### src/rtl/hazard_ctrl_pkg.sv
// Shared stall-bus layout, stall patterns, hazard-cause encodings and reset polarity
// for the hazard controller and its scoreboard.
package hazard_ctrl_pkg;

  typedef logic [5:0] StallBus;

  localparam int StallBitPc  = 0;
  localparam int StallBitIf  = 1;
  localparam int StallBitId  = 2;
  localparam int StallBitEx  = 3;
  localparam int StallBitMem = 4;
  localparam int StallBitWb  = 5;

  localparam StallBus StallNone = 6'b000000;
  localparam StallBus StallRaw  = 6'b000111;
  localparam StallBus StallEx   = 6'b001111;

  typedef enum logic [1:0] {
    HzRun    = 2'd0,
    HzRaw    = 2'd1,
    HzExBusy = 2'd2
  } hz_state_e;

  localparam logic RstEnable = 1'b0;

  function automatic logic [15:0] sat_inc16(input logic [15:0] value);
    return (value == 16'hFFFF) ? value : value + 16'd1;
  endfunction

endpackage

### src/rtl/hazard_ctrl_scoreboard.sv
// Per-register pending-write counters: incremented at issue, decremented at write-back,
// with two combinational busy lookups and a sticky overflow/underflow flag.
module hz_scoreboard
  import hazard_ctrl_pkg::*;
#(
  parameter int REG_NUM = 16,
  parameter int WB_LAT  = 3
) (
  input  logic                       clk,
  input  logic                       rst,
  input  logic                       issue,
  input  logic [$clog2(REG_NUM)-1:0] issue_addr,
  input  logic                       retire,
  input  logic [$clog2(REG_NUM)-1:0] retire_addr,
  input  logic [$clog2(REG_NUM)-1:0] rd1_addr,
  input  logic [$clog2(REG_NUM)-1:0] rd2_addr,
  output logic                       rd1_busy,
  output logic                       rd2_busy,
  output logic                       err
);

  localparam int AW = $clog2(REG_NUM);
  localparam int CW = $clog2(WB_LAT + 1);

  logic [CW-1:0]      pend [REG_NUM];
  logic [REG_NUM-1:0] inc_hit;
  logic [REG_NUM-1:0] dec_hit;

  always_comb begin
    inc_hit = '0;
    dec_hit = '0;
    for (int i = 0; i < REG_NUM; i++) begin
      inc_hit[i] = issue  && (issue_addr  == AW'(i));
      dec_hit[i] = retire && (retire_addr == AW'(i));
    end
  end

  // An issue and a retire hitting the same register cancel out and never flag an error.
  always_ff @(posedge clk) begin
    if (rst == RstEnable) begin
      for (int i = 0; i < REG_NUM; i++) pend[i] <= '0;
      err <= 1'b0;
    end else begin
      for (int i = 0; i < REG_NUM; i++) begin
        if (inc_hit[i] && !dec_hit[i]) begin
          if (pend[i] == CW'(WB_LAT)) err <= 1'b1;
          else                        pend[i] <= pend[i] + CW'(1);
        end else if (dec_hit[i] && !inc_hit[i]) begin
          if (pend[i] == '0) err <= 1'b1;
          else               pend[i] <= pend[i] - CW'(1);
        end
      end
    end
  end

  assign rd1_busy = (pend[rd1_addr] != '0);
  assign rd2_busy = (pend[rd2_addr] != '0);

endmodule

### src/rtl/hazard_ctrl.sv
// Decode-side stall controller: RAW detection against the scoreboard, stall priority,
// registered stall cause, stall-cycle counter and deadlock watchdog.
module hazard_ctrl
  import hazard_ctrl_pkg::*;
#(
  parameter int REG_NUM   = 16,
  parameter int WB_LAT    = 3,
  parameter int MAX_STALL = 64
) (
  input  logic        clk,
  input  logic        rst,
  input  logic        id_reg1_read,
  input  logic [3:0]  id_reg1_addr,
  input  logic        id_reg2_read,
  input  logic [3:0]  id_reg2_addr,
  input  logic        id_wreg,
  input  logic [3:0]  id_wd,
  input  logic        wb_wreg,
  input  logic [3:0]  wb_wd,
  input  logic        ex_stallreq,
  output logic [5:0]  stall,
  output logic        hazard,
  output logic [1:0]  state,
  output logic [15:0] stall_cnt,
  output logic        deadlock,
  output logic        sb_err
);

  localparam int WdW = $clog2(MAX_STALL + 1);

  logic           busy1;
  logic           busy2;
  logic           sb_issue;
  logic [WdW-1:0] wd_cnt;
  hz_state_e      state_q;

  hz_scoreboard #(.REG_NUM(REG_NUM), .WB_LAT(WB_LAT)) u_sb (
    .clk         (clk),
    .rst         (rst),
    .issue       (sb_issue),
    .issue_addr  (id_wd),
    .retire      (wb_wreg),
    .retire_addr (wb_wd),
    .rd1_addr    (id_reg1_addr),
    .rd2_addr    (id_reg2_addr),
    .rd1_busy    (busy1),
    .rd2_busy    (busy2),
    .err         (sb_err)
  );

  // Registered counts only: a write-back in this same cycle does not clear the hazard.
  always_comb begin
    hazard = (rst != RstEnable) &&
             ((id_reg1_read && busy1) || (id_reg2_read && busy2));
  end

  always_comb begin
    stall = StallNone;
    if (rst != RstEnable) begin
      if (ex_stallreq) stall = StallEx;
      else if (hazard) stall = StallRaw;
    end
  end

  assign sb_issue = (rst != RstEnable) && !stall[StallBitId] && id_wreg;

  // Deadlock latches on the edge where the run of pure RAW stalls reaches MAX_STALL.
  always_ff @(posedge clk) begin
    if (rst == RstEnable) begin
      state_q   <= HzRun;
      stall_cnt <= 16'd0;
      wd_cnt    <= '0;
      deadlock  <= 1'b0;
    end else begin
      if (ex_stallreq) state_q <= HzExBusy;
      else if (hazard) state_q <= HzRaw;
      else             state_q <= HzRun;

      if (stall != StallNone) stall_cnt <= sat_inc16(stall_cnt);

      if (hazard && !ex_stallreq) begin
        if (wd_cnt != WdW'(MAX_STALL)) wd_cnt <= wd_cnt + WdW'(1);
        if (wd_cnt == WdW'(MAX_STALL - 1)) deadlock <= 1'b1;
      end else begin
        wd_cnt <= '0;
      end
    end
  end

  assign state = state_q;

endmodule
### config.mk
export PLATFORM = sky130hd
export DESIGN_NAME = hazard_ctrl
export DESIGN_NICKNAME = d
export VERILOG_FILES = /design/src/rtl/hazard_ctrl_pkg.sv /design/src/rtl/hazard_ctrl_scoreboard.sv /design/src/rtl/hazard_ctrl.sv
export SDC_FILE = /design/constraint.sdc
export NUM_CORES = 1
export LEC_CHECK = 0
export ABC_AREA = 0
export BUFFER_PORTS_ARGS = -buffer_cell sky130_fd_sc_hd__buf_2
export CELL_PAD_IN_SITES_DETAIL_PLACEMENT = 0
export CELL_PAD_IN_SITES_GLOBAL_PLACEMENT = 1
export CORE_MARGIN = 5
export CORE_UTILIZATION = 37
export DETAILED_ROUTE_END_ITERATION = 8
export PLACE_DENSITY_LB_ADDON = 0.1
export SLEW_MARGIN = 40
export SYNTH_ARGS = -nofsm -noshare
export SYNTH_HDL_FRONTEND = slang
export SYNTH_HIERARCHICAL = 1
export SYNTH_SLANG_ARGS = --single-unit
### constraint.sdc
create_clock -name clk -period 3.71 [get_ports clk]
set_clock_uncertainty 0.05 [all_clocks]
set_input_delay 0.742 -clock clk [delete_from_list [all_inputs] [get_ports clk]]
set_output_delay 0.742 -clock clk [all_outputs]
set_load 0.1 [all_outputs]
==> metrics.yaml <==
vdd_ir_drop_max_mv: 0.2296
final_common_cell: "buf_4"
yosys.area.top_type: "edfxtp_1"
p_switching_w: 0.0005929
max_slew_margin_pct: 58.88
cts.sinks: 59
post_synth_num_cell_types: 67
max_cap_viol_count: 0
layout_min_cycle_time_ns: 3.748
area_growth_syn_to_layout_pct: 34.17
avgViaCountPerCell: 5.548
synth_seq_cells: 59
cts_htree_levels: 3
clockBufferDepth: 2
status: "complete, but fails checks"
setup_tns_ns: -0.03838
firstDrtPassIters: 5
synth_compound_area_share_pct: 18.24
gp_congestion: 0.8878
drc: 0
grt_overflow: 0
grt_pass1_vias: 4260
drv_slew: 0
grt_setup_unrepaired: "true"
cp.arrival_ns: 3.92
track_usage_pct: 19.62
crit_path_end_kind: "flop"
hold_path.class: "reg2reg"
synth_top_family_by_area: "simple AND/OR/NAND/NOR gates"
wl_per_cell_um: 16.33
cts_hold_buf: 0
antenna_found_initial: 0
violations: "setup timing"
critPathLaunchType: "flop"
swShare_pct: 29.27
clkPwrFrac_pct: 43.6
ys_seq_area_share_pct: 35.41
yosys.area_share.simple_pct: 31.19
internal-power_w: 0.001433
port_buffers: 47
worst_slack_ns: -0.03838
synth_edf_count: 32
utilization_pct: 50.25
critPathMaxFanout: 5
synth.area.mux_share_pct: 7.377
syn_area_sq_um: 4240
routed_wl_mm: 12.79
cts_root_buf: "clkbuf_16"
critPathKind: "reg2reg"
period_share_pct: 101.0
cp.required_ns: 3.88
drt_iter0_markers: 396
layout.cells.non_filler: 783
p_per_area_nw_per_um2: 356.0
postSynthAreaPerCell_sq_um: 8.364
vias: 4344
setup_viol_count_final: 1
io-pin-count: 50
ys_top_cells_by_area: "edfxtp_1, dfxtp_1, nor2_1"
core.rowCount: 39
die_h_um: 117.1
power.leakage_nw: 2.220
clkLatencyLatePin_ns: 0.34
dp_cells: 758
core_area_sq_um: 11320
postRouteAntennaNets: 0
yosysWarnings: 6
yosys.area.top_type_share_pct: 22.66
final_cell_mix: "buf_4, nor2_1, nand2_1"
clk_pin_slew_ns: 0.05
hold_violations: 0
nNetsFinal: 663
final_layout_size_suffix_gt1_share_pct: 29.69
p_comb_share_pct: 20.0
max_freq_ghz: 0.2668
tritoncts: "built"
cts_buffers: 9
dpl.hpwl_mm: 9.938
syn_inst: 507
grt_pass1_wl_mm: 20.78
p_seq_share_pct: 36.4
synthFlopType: "edfxtp_1"
grt_max_degree: 29
die_x_um: 117.1
synthAdderAreaFrac_pct: 1.475
synth-xor-area-share_pct: 2.892
async_flop_share_pct: 0
start_util_pct: 37.46
tightest_slew_ns: 0.6085
die_area_sq_um: 13700
diodes: 0
-- routing by layer --
layer	global-route usage (%)	wire (um)
met1	23.93	5699
met2	33.11	6042
met3	3.753	599
met4	9.709	448
met5	0	0
-- registers in the layout (all words and copies together), names as in the netlist --
name / cells
deadlock: 1
stall_cnt: 16
state: 2
u_sb/err: 1
u_sb/pend: 32
wd_cnt: 7
-- cell usage after synthesis, types with 5 or more instances --
cell      instances
nor3_1           17
and2_1           11
inv_1            12
mux4_2            8
or3_1             9
nor2_1           71
ha_1              5
clkbuf_1          9
o211ai_1          7
buf_2             5
o31ai_1           5
or2_2             7
a211oi_1          7
nand2_1          69
mux2i_1          11
a21oi_1          24
xnor2_1           7
edfxtp_1         32
o22ai_1           6
buf_4             5
xor2_1            7
nand4_1           8
o21ai_0          20
dfxtp_1          27
nand2b_1         13
o221ai_1          5
nand3b_1          5
nand3_1          23
-- worst paths after layout --
path / startpoint / to / slack, ns / cells after the start
worst max-delay path: u_sb/pend[14][1] / u_sb/err / -0.04 / 12
worst min-delay path: deadlock / deadlock / 0.40 / 1
worst max register to register: u_sb/pend[14][1] / u_sb/err / -0.04 / 12
worst min register to register: deadlock / deadlock / 0.40 / 1
-- critical path: stages (launching register included) --
cell       delay (ns)
edfxtp_1         0.39
or2_4            0.29
mux4_2           0.47
o211ai_1         0.18
o21ai_1          0.12
a22oi_1          0.24
and4b_2          0.33
buf_6            0.12
nand3b_1         0.21
o2111ai_1        0.26
nand2_1          0.11
or4_1            0.54
o41a_1           0.32
-- power by group through the flow --
stage,combinational [W],sequential [W],clock (W)
CTS,0.000399,0.000737,0.000902
global route,0.000436,0.000740,0.000931
finish,0.000406,0.000737,0.000882
detailed placement,0.000387,0.000749,0
global placement,0.000384,0.000748,0
floorplan,0.000193,0.000801,0
-- final cells by class --
cell class / count / area (sq um)
sequential: 59 / 1501
multi-input combinational: 418 / 2693
fill: 1099 / 5632
timing repair buffer: 135 / 959.7
inverter: 12 / 45.04
clock inverter: 6 / 61.31
clock buffer: 10 / 250.2
tap: 143 / 178.9
-- kinds of logic after synthesis --
group	count (synthesis)
adder cells (fa/ha/maj)	5
other	1
multiplexers	21
AO/OA/AOI/OAI	112
flip-flops	59
AND/OR/NAND/NOR	264
XOR/XNOR	14
buffers and inverters	31
-- through the flow --
step                      total power (W)  instance area, sq um  hold slack (ns)  setup slack (ns)
after global routing             0.002107                  5689           0.4511           -0.1729
after global placement           0.001132                  5225           0.3926           -0.3330
final                            0.002025                  5689           0.4046          -0.03838
after CTS                        0.002037                  5614           0.4127          0.005926
after detailed placement         0.001137                  5225           0.4008           -0.3869
after floorplan                 0.0009935                  4254           0.4128           0.03033
-- timing repair --
| item | in CTS | in global routing |
|---|---|---|
| setup endpoints to repair | 14 | 25 |
| gates resized for setup | 11 | 16 |
| setup buffers | 6 | 3 |
| pin swaps | 14 | 6 |
(Power assumes the default switching activity.)
